--- src/rtl/mac_pkg.sv ---
// Shared types and helpers for the time-multiplexed MAC engine: FSM state
// encoding, output saturation and configuration sanity check.
package mac_pkg;

   typedef enum logic [1:0] {
      IDLE = 2'd0,
      BUSY = 2'd1,
      DONE = 2'd2
   } state_t;

   // Widest accumulator the saturation helper can handle.
   localparam int SatW = 128;

   typedef struct packed {
      logic signed [SatW-1:0] value;
      logic                   flag;
   } sat_t;

   // Clip a sign-extended accumulator to an out_w-bit signed range.
   function automatic sat_t saturate(input logic signed [SatW-1:0] acc, input int out_w);
      sat_t                   res;
      logic signed [SatW-1:0] max_v;
      logic signed [SatW-1:0] min_v;
      for (int i = 0; i < SatW; i++) begin
         max_v[i] = (i < out_w - 1) ? 1'b1 : 1'b0;
      end
      min_v = ~max_v;
      if (acc > max_v) begin
         res.value = max_v;
         res.flag  = 1'b1;
      end else if (acc < min_v) begin
         res.value = min_v;
         res.flag  = 1'b1;
      end else begin
         res.value = acc;
         res.flag  = 1'b0;
      end
      return res;
   endfunction

   function automatic bit cfg_ok(input int area, input int lanes, input int acc_w, input int out_w);
      return (lanes > 0) && ((area % lanes) == 0) && (acc_w >= out_w) && (acc_w <= SatW);
   endfunction

endpackage

--- src/rtl/mac_lane_sum.sv ---
// Combinational sum of Lanes pixel*weight products, each sign-extended to
// AccWidth; the sum wraps modulo 2^AccWidth.
module mac_lane_sum #(
   parameter int WidthIn     = 1,
   parameter int WeightWidth = 2,
   parameter int AccWidth    = 40,
   parameter int Lanes       = 3,
   parameter int SignedIn    = 0
) (
   input  logic [Lanes*WidthIn-1:0]     i_pix,
   input  logic [Lanes*WeightWidth-1:0] i_wgt,
   output logic signed [AccWidth-1:0]   o_sum
);

   logic signed [AccWidth-1:0] w_prod [Lanes];

   for (genvar g = 0; g < Lanes; g++) begin : g_lane
      logic signed [WidthIn:0]       w_px;
      logic signed [WeightWidth-1:0] w_wt;
      // Unsigned pixels get a zero MSB so the product stays signed.
      assign w_px = (SignedIn != 0) ?
                    {i_pix[g*WidthIn+WidthIn-1], i_pix[g*WidthIn +: WidthIn]} :
                    {1'b0, i_pix[g*WidthIn +: WidthIn]};
      assign w_wt      = i_wgt[g*WeightWidth +: WeightWidth];
      assign w_prod[g] = AccWidth'(w_px) * AccWidth'(w_wt);
   end

   always_comb begin
      o_sum = '0;
      for (int i = 0; i < Lanes; i++) begin
         o_sum = o_sum + w_prod[i];
      end
   end

endmodule

--- src/rtl/mac_seq.sv ---
// Sequential multiply-accumulate engine: one window per input channel over
// valid/ready, Lanes taps per cycle, saturated result under valid/ready.
module mac_seq
   import mac_pkg::*;
#(
   parameter int KernelWidth = 3,
   parameter int WidthIn     = 1,
   parameter int WeightWidth = 2,
   parameter int WidthOut    = 32,
   parameter int AccWidth    = 40,
   parameter int Lanes       = 3,
   parameter int InChannels  = 1,
   parameter int SignedIn    = 0
) (
   input  logic                                            clk_i,
   input  logic                                            rst_i,
   input  logic                                            valid_i,
   output logic                                            ready_o,
   input  logic [KernelWidth*KernelWidth*WidthIn-1:0]      window_i,
   input  logic [KernelWidth*KernelWidth*WeightWidth-1:0]  weights_i,
   input  logic signed [WidthOut-1:0]                      bias_i,
   output logic                                            valid_o,
   input  logic                                            ready_i,
   output logic signed [WidthOut-1:0]                      data_o,
   output logic                                            sat_o
);

   localparam int KernelArea = KernelWidth * KernelWidth;
   localparam int Steps      = KernelArea / Lanes;
   localparam int StepW      = (Steps > 1) ? $clog2(Steps) : 1;
   localparam int ChanW      = (InChannels > 1) ? $clog2(InChannels) : 1;
   localparam int LaneW      = Lanes * WidthIn;
   localparam int LaneG      = Lanes * WeightWidth;

   if (!cfg_ok(KernelArea, Lanes, AccWidth, WidthOut)) begin : g_cfg_err
      $error("mac_seq: Lanes must divide KernelArea and AccWidth must cover WidthOut");
   end

   state_t                          r_state;
   state_t                          w_state_nxt;
   logic [StepW-1:0]                r_step;
   logic [ChanW-1:0]                r_chan;
   logic signed [AccWidth-1:0]      r_acc;
   logic [KernelArea*WidthIn-1:0]   r_win;
   logic [KernelArea*WeightWidth-1:0] r_wgt;
   logic                            r_ready;
   logic                            r_valid;
   logic signed [WidthOut-1:0]      r_data;
   logic                            r_sat;
   logic signed [AccWidth-1:0]      w_lane_sum;
   logic signed [AccWidth-1:0]      w_acc_nxt;
   sat_t                            w_sat;
   logic                            w_last_step;
   logic                            w_last_chan;

   assign w_last_step = (r_step == StepW'(Steps - 1));
   assign w_last_chan = (r_chan == ChanW'(InChannels - 1));

   mac_lane_sum #(
      .WidthIn     (WidthIn),
      .WeightWidth (WeightWidth),
      .AccWidth    (AccWidth),
      .Lanes       (Lanes),
      .SignedIn    (SignedIn)
   ) u_lane_sum (
      .i_pix (r_win[r_step*LaneW +: LaneW]),
      .i_wgt (r_wgt[r_step*LaneG +: LaneG]),
      .o_sum (w_lane_sum)
   );

   assign w_acc_nxt = r_acc + w_lane_sum;
   assign w_sat     = saturate(SatW'(w_acc_nxt), WidthOut);

   // State register.
   always_ff @(posedge clk_i or posedge rst_i) begin
      if (rst_i) begin
         r_state <= IDLE;
      end else begin
         r_state <= w_state_nxt;
      end
   end

   // Next-state decode.
   always_comb begin
      w_state_nxt = r_state;
      case (r_state)
         IDLE: begin
            if (valid_i) w_state_nxt = BUSY;
            else         w_state_nxt = IDLE;
         end
         BUSY: begin
            if (!w_last_step)     w_state_nxt = BUSY;
            else if (w_last_chan) w_state_nxt = DONE;
            else                  w_state_nxt = IDLE;
         end
         DONE: begin
            if (ready_i) w_state_nxt = IDLE;
            else         w_state_nxt = DONE;
         end
         default: w_state_nxt = IDLE;
      endcase
   end

   // Datapath: capture, accumulate, and register the saturated result.
   always_ff @(posedge clk_i or posedge rst_i) begin
      if (rst_i) begin
         r_step  <= '0;
         r_chan  <= '0;
         r_acc   <= '0;
         r_win   <= '0;
         r_wgt   <= '0;
         r_ready <= 1'b1;
         r_valid <= 1'b0;
         r_data  <= '0;
         r_sat   <= 1'b0;
      end else begin
         r_ready <= (w_state_nxt == IDLE);
         case (r_state)
            IDLE: begin
               if (valid_i) begin
                  r_win  <= window_i;
                  r_wgt  <= weights_i;
                  r_step <= '0;
                  if (r_chan == '0) r_acc <= AccWidth'(bias_i);
               end
            end
            BUSY: begin
               r_acc <= w_acc_nxt;
               if (w_last_step) begin
                  r_step <= '0;
                  if (w_last_chan) begin
                     r_data  <= w_sat.value[WidthOut-1:0];
                     r_sat   <= w_sat.flag;
                     r_valid <= 1'b1;
                  end else begin
                     r_chan <= r_chan + 1'b1;
                  end
               end else begin
                  r_step <= r_step + 1'b1;
               end
            end
            DONE: begin
               if (ready_i) begin
                  r_valid <= 1'b0;
                  r_chan  <= '0;
               end
            end
            default: begin
               r_step <= '0;
               r_chan <= '0;
            end
         endcase
      end
   end

   assign ready_o = r_ready;
   assign valid_o = r_valid;
   assign data_o  = r_data;
   assign sat_o   = r_sat;

endmodule

--- config.mk ---
export PLATFORM = sky130hd
export DESIGN_NAME = mac_seq
export DESIGN_NICKNAME = d
export VERILOG_FILES = /design/src/rtl/mac_pkg.sv /design/src/rtl/mac_lane_sum.sv /design/src/rtl/mac_seq.sv
export SDC_FILE = /design/constraint.sdc
export NUM_CORES = 1
export LEC_CHECK = 0
export BUFFER_PORTS_ARGS = -buffer_cell sky130_fd_sc_hd__clkbuf_2
export CORE_MARGIN = 5
export CORE_UTILIZATION = 55
export DETAILED_ROUTE_END_ITERATION = 8
export PLACE_DENSITY = 0.75
export SETUP_SLACK_MARGIN = 0.15
export SYNTH_ARGS = -nofsm -noshare
export SYNTH_HDL_FRONTEND = slang
export SYNTH_HIERARCHICAL = 1
export SYNTH_SLANG_ARGS = --single-unit
--- constraint.sdc ---
create_clock -name clk_i -period 8.9 [get_ports clk_i]
set_clock_uncertainty 0.05 [all_clocks]
set_input_delay 1.78 -clock clk_i [delete_from_list [all_inputs] [get_ports clk_i]]
set_output_delay 1.78 -clock clk_i [all_outputs]
set_load 0.005 [all_outputs]
==> metrics, run 1 <==
worst hold slack=0.442 ns; Root Driver=clkbuf_16; final hold viol count=0; CTS Hold Buffers Added=0; IO buf count=97; num rows=43; RSZ-0062 raised after global routing=no; Worst Setup SP=r_step[1]; Post-synth EDFFs=0; All-Layer GR Usage=0.216; clk_lat worst skew=around 0.36 ns; cts repair resizes=0; Yosys reg bits=106; Synth warnings=6; CP arrival=7.85 ns; CP required=9.15 ns; Hold Path Depth=2; grt ovf=0; CTS tree=done; Post-Route WL=17,100 um; first-pass GRT wire length=28,500 um; CP Class=flop to flop; Final period util=0.854; Max FO, Critical Path=36; 1st-pass router iterations=5; final net count=983; outcome=finished, final reports clean; Slew Limit Fails=0; Synth top area share=0.346; Setup TNS=0 ns; area leader, netlist=dfrtp_1; die area=approximately 16,000 um^2; count leader, synth=dfrtp_1; CTS clk-pin slew, worst paths=0.08 ns; 1st-iter DRT viols=355; hold_sp=r_acc[4]; Max-Cap Viols=0; Vias/cell=5.83; clock buffer depth=2; worst-margin pin slew=0.874 ns; top_reg_cell synth=dfrtp_1; antenna cells=0; Mapped Avg Cell Area=9.26 um^2; Fillers=1,213; DPL Wire Length=12,800 um; P&R area growth vs syn=8.65%; WL/cell=16.4 um; fin crit period=7.60 ns; Crit. End Element=flop; largest net degree at the start of global routing=81; Antenna Violating Nets Remaining=0; Die X=128 um; H-tree levels=3; core box area=13,700 um^2; register area share after synthesis=0.349; routed vias=6,058; layout cells sized above 1=0.197; Reg-to-Reg End=data_o[10]; Relative slew margins=0.418; r2r setup slk=approximately 1.3 ns; DR DRC count=0; DIE HEIGHT=about 130 um; Post-CTS Setup Inserts=0; depth of the most critical reg-to-reg path=27; worst hold path class=flop to flop; Initial Utilization=0.554; # setup viols final=0; Netlist cell types=63; Mapped Area=roughly 7600 um^2; Multi-input gate area=4400 um^2; fmax=0.132 GHz; initial antenna violation count=0; Reg-to-Reg Start=r_step[1]; share of flip-flops with an asynchronous set or reset=1.00; top post-synthesis cells by area=dfrtp_1, ha_1, mux2i_1; IO Pins=slightly below 100; Syn Inst Count=820; clock sinks=~110; crit path launch type=flop; vias in the first global route=5,920; FF/Latch Area=2650 um^2; CTS buffer count=9; Placer Congestion=0.890; syn nets=948; Post-synth top cells=dfrtp_1, nand2_1, o21ai_0, a21oi_1, ha_1; Hold Path Sink=r_acc[4]
-- worst max-delay path, cell delays in order, from the launching register on --
cell	delay, ns
dfrtp_1	0.59
nor2b_1	0.54
nand2_1	0.10
o21ai_0	0.12
inv_1	0.14
ha_1	0.31
inv_1	0.05
fa_1	0.49
inv_1	0.05
fa_1	0.41
ha_1	0.31
ha_1	0.29
a21o_1	0.16
a21oi_2	0.17
xor2_2	0.13
buf_4	0.37
ha_1	0.38
a21oi_1	0.25
nor2_1	0.06
a211oi_1	0.37
o211ai_1	0.26
a2111oi_0	0.56
nor2_1	0.12
xor2_1	0.26
nand4_1	0.18
o21ai_2	0.18
buf_4	0.35
a221o_1	0.22
-- final cells by class --
type | instances | area share
multi-input combinational | 603 | 0.533
tap | 180 | 0.0273
sequential | 106 | 0.322
clock buffer | 10 | 0.0277
timing repair buffer | 105 | 0.0661
clock inverter | 6 | 0.0102
inverter | 30 | 0.0139
-- stage by stage --
stage,setup WS [ns],instance area (um^2),util,std cells
2_1_floorplan,1.16,7600,-,820
3_3_place_gp,1.52,7940,0.579,1024
3_5_place_dp,1.34,7940,0.579,1024
4_1_cts,1.27,8250,0.602,1040
5_1_grt,0.424,8250,0.602,1040
6_report,1.30,8250,0.602,1040
-- state kept, by name (all words and copies together) (netlist names) --
| signal | flops |
|---|---|
| r_win | 9 |
| r_acc | 40 |
| r_wgt | 18 |
| valid_o | 1 |
| sat_o | 1 |
| ready_o | 1 |
| data_o | 32 |
| r_step | 2 |
| r_state | 2 |
-- per-layer routing --
metal / global-route usage / up-vias / share of wire
met5: 0 / - / 0
met4: 0.0726 / 0 / 0.017
met3: 0.0351 / 19 / 0.036
met2: 0.357 / 115 / 0.49
met1: 0.289 / 2933 / 0.46
li1: - / 2991 / -
-- cell usage in the layout (no fill, tap or decap), types with 28 or more instances in the layout --
cell	synthesis	routed
a221o_1	29	29
ha_1	57	56
o21ai_0	78	78
clkbuf_2	0	97
a21oi_1	59	59
dfrtp_1	105	105
mux2_2	28	28
mux2i_1	42	42
nand2_1	95	95
nor2_1	31	31
inv_1	30	29
-- logic make-up (layout without fill, tap and decap cells) --
| family | after synthesis | after routing | synth area share |
|---|---|---|---|
| fa+ha+maj | 65 | 65 | 0.115 |
| buf+inv | 111 | 151 | 0.0741 |
| flops | 106 | 106 | 0.349 |
| simple gates | 192 | 192 | 0.116 |
| compound gates | 239 | 239 | 0.206 |
| xor+xnor | 37 | 37 | 0.0427 |
| mux | 70 | 70 | 0.0969 |
-- worst max path at each step --
stage                 end  slack, ns  cells after the start
2_1_floorplan   data_o[3]       1.16                     28
3_3_place_gp   data_o[16]       1.52                     27
3_5_place_dp    data_o[6]       1.34                     27
4_1_cts        data_o[30]       1.27                     27
5_1_grt         data_o[6]       0.42                     27
6_report       data_o[10]       1.30                     27
Power of run 1 is left out: the tool's default activity adds up to more than one toggle a clock period on the data nets, which glitch-free logic cannot reach.
==> inputs of run 2 (changes only) <==
--- a/config.mk
+++ b/config.mk
@@ -9,9 +9,8 @@
 export CORE_MARGIN = 5
 export CORE_UTILIZATION = 55
 export DETAILED_ROUTE_END_ITERATION = 8
-export PLACE_DENSITY = 0.75
+export PLACE_DENSITY = 0.74
 export SETUP_SLACK_MARGIN = 0.15
 export SYNTH_ARGS = -nofsm -noshare
 export SYNTH_HDL_FRONTEND = slang
-export SYNTH_HIERARCHICAL = 1
 export SYNTH_SLANG_ARGS = --single-unit
==> run 2 against run 1 <==
Compared with the run above: non-clock buffer count increased by 1; final cell count grew 25%; hold slack lost 0.0054 ns; via count rose by 16%; global-route usage grew 0.41 points; register-to-register slack better by 0.23 ns; sequential share of layout area down 5.8 points; first-iteration DRC count down 8.5%; synthesized area increased by 20%; worst setup slack improved by 0.23 ns.
==> metrics, run 2 <==
P&R area growth vs syn=10.5%; CTS buffer count=9; Mapped Area=9110 um^2; layout cells sized above 1=0.153; DIE HEIGHT=about 140 um; Final period util=0.828; Max-Cap Viols=0; outcome=finished, final reports clean; depth of the most critical reg-to-reg path=21; IO Pins=98; fmax=0.136 GHz; 1st-pass router iterations=5; WL/cell=15.7 um; Worst Setup SP=r_step[1]; CTS tree=done; DP Area=just under 10,000 um^2; Mapped Avg Cell Area=9.07 um^2; clock sinks=106; Root Driver=clkbuf_16; cts repair resizes=0; r2r setup slk=around 1.5 ns; syn nets=1,189; Post-synth EDFFs=0; CP required=9.08 ns; Die X=139 um; first-pass GRT wire length=approximately 35,000 um; Reg-to-Reg End=data_o[2]; max reg flops=40; largest family of logic cells by synthesized area=adder cells; Yosys reg bits=about 110; FF/Latch Area=between 2000 and 3000 um^2; Crit. End Element=flop; Fillers=~1,400; commonest non-fill, non-tap cells in the layout=inv_1, dfrtp_1, clkbuf_2; CP arrival=7.55 ns; final hold viol count=0; CTS clk-pin slew, worst paths=0.08 ns; vias in the first global route=7,179; Synth top area share=0.288; All-Layer GR Usage=0.220; Synth warnings=0; num rows=47; CP Class=flop to flop; share of flip-flops with an asynchronous set or reset=1.00; Setup TNS=0 ns; Relative slew margins=0.279; Post-CTS Setup Inserts=0; register area share after synthesis=0.291; IO buf count=97; # setup viols final=0; Post-Route WL=a little over 20,000 um; most common cell after layout, fill and taps aside=inv_1; Antenna Violating Nets Remaining=0; Post-synth top cells=inv_1, dfrtp_1, o21ai_0, nand2_1, fa_1; count leader, synth=inv_1; Multi-input gate area=5680 um^2; core box area=between 15,000 and 20,000 um^2; Slew Limit Fails=0; final net count=roughly 1,300; mux cell area share after synthesis=0.0796; 1st-iter DRT viols=between 300 and 400; Crit path largest cell delay=0.72 ns; Vias/cell=between 5 and 6; Max FO, Critical Path=28; Netlist cell types=61; die area=19,200 um^2; grt ovf=0; worst-margin pin slew=1.08 ns; Placer Congestion=0.887; H-tree levels=3; antenna cells=0; DR DRC count=0; RSZ-0062 raised after global routing=no; fin crit period=7.37 ns; Initial Utilization=0.556; total placed cells including tap cells=around 1,300; top post-synthesis cells by area=dfrtp_1, fa_1, inv_1; crit path launch type=flop; post-route cell area=between 10,000 and 15,000 um^2; clock buffer depth=2; DPL Wire Length=15,600 um; area leader, netlist=dfrtp_1; Synth Area in XOR/XNOR=0.0346; Reg-to-Reg Start=r_step[1]; routed vias=7,004; initial antenna violation count=0; top_reg_cell synth=dfrtp_1; non-filler cells, final=1,302; Synth Area in Compound Gates=0.168; worst hold path class=flop to flop; clk_lat worst skew=0.36 ns; Setup crit end=data_o[2]; CTS Hold Buffers Added=0; post-synthesis simple-gate area fraction=0.108; worst path cell trace=nor2b_1 -> o2bb2ai_1 -> nand2_1 -> clkinv_1 -> buf_4 -> fa_1 -> inv_1 -> fa_1 -> inv_1 -> ha_1 -> a21oi_1 -> o21ai_0 -> and4b_1 -> or3_1 -> a311oi_1 -> a211oi_1 -> or4_1 -> or3_1 -> o31ai_4 -> buf_4 -> o22ai_1; Syn Inst Count=1,005; largest net degree at the start of global routing=81; Slowest-stage cell, CP=dfrtp_1; Top reg by flops=r_acc; share of synthesized cell area in full adder, half adder and majority cells=0.230
-- run 2: cell count changes after synthesis, moves of 28 or more --
cell,before,now
nor2_1,31,59
inv_1,30,162
o22ai_1,2,30
a221o_1,29,1
buf_4,34,0
fa_1,8,78
-- run 2: how the worst min path moves through the flow --
stage	startpoint	endpoint	slack, ns	cells after the start
5_1_grt	r_wgt[12]	r_wgt[12]	0.48	1
2_1_floorplan	r_acc[39]	r_acc[39]	0.42	2
3_5_place_dp	data_o[31]	data_o[31]	0.42	2
3_3_place_gp	data_o[31]	data_o[31]	0.41	2
6_report	data_o[31]	data_o[31]	0.44	2
4_1_cts	data_o[31]	data_o[31]	0.44	2
-- run 2: cell type report --
| cell class | instances | share of cell area |
|---|---|---|
| Inverter | 162 | 0.0606 |
| Clock buffer | 9 | 0.0224 |
| Tap cell | 220 | 0.0273 |
| Sequential cell | 106 | 0.264 |
| Clock inverter | 7 | 0.00758 |
| Multi-Input combinational cell | 692 | 0.564 |
| Timing Repair Buffer | 106 | 0.0549 |
-- run 2: critical path, delay by kind of cell, from the launching register on --
family,cells,cell delay [ns]
buffers and inverters,5,1.70
adder cells (fa/ha/maj),3,1.42
AO/OA/AOI/OAI,7,1.41
flip-flops,1,0.72
AND/OR/NAND/NOR,6,1.92
-- run 2: cell families (layout without fill, tap and decap cells) --
family          count (synthesis)  count (layout)
xor+xnor                       36              36
fa+ha+maj                     121             121
compound gates                251             251
mux                            69              69
buf+inv                       207             284
flops                         106             106
simple gates                  215             215
-- run 2: per-layer routing --
layer	vias up	wire, um	GRT usage
met3	19	960	0.0476
met1	3340	9720	0.305
met4	0	324	0.0515
met2	143	9420	0.358
li1	3502	-	-
met5	-	0	0
-- run 2: stage by stage --
stage               hold WS [ns]  setup slack [ns]   util
floorplan                  0.419              2.21      -
global placement           0.414              1.69  0.595
detailed placement         0.418              1.54  0.595
CTS                        0.439              1.51  0.614
global route               0.477              1.03  0.614
finish                     0.437              1.53  0.614
Power of run 2 is left out for the same reason.
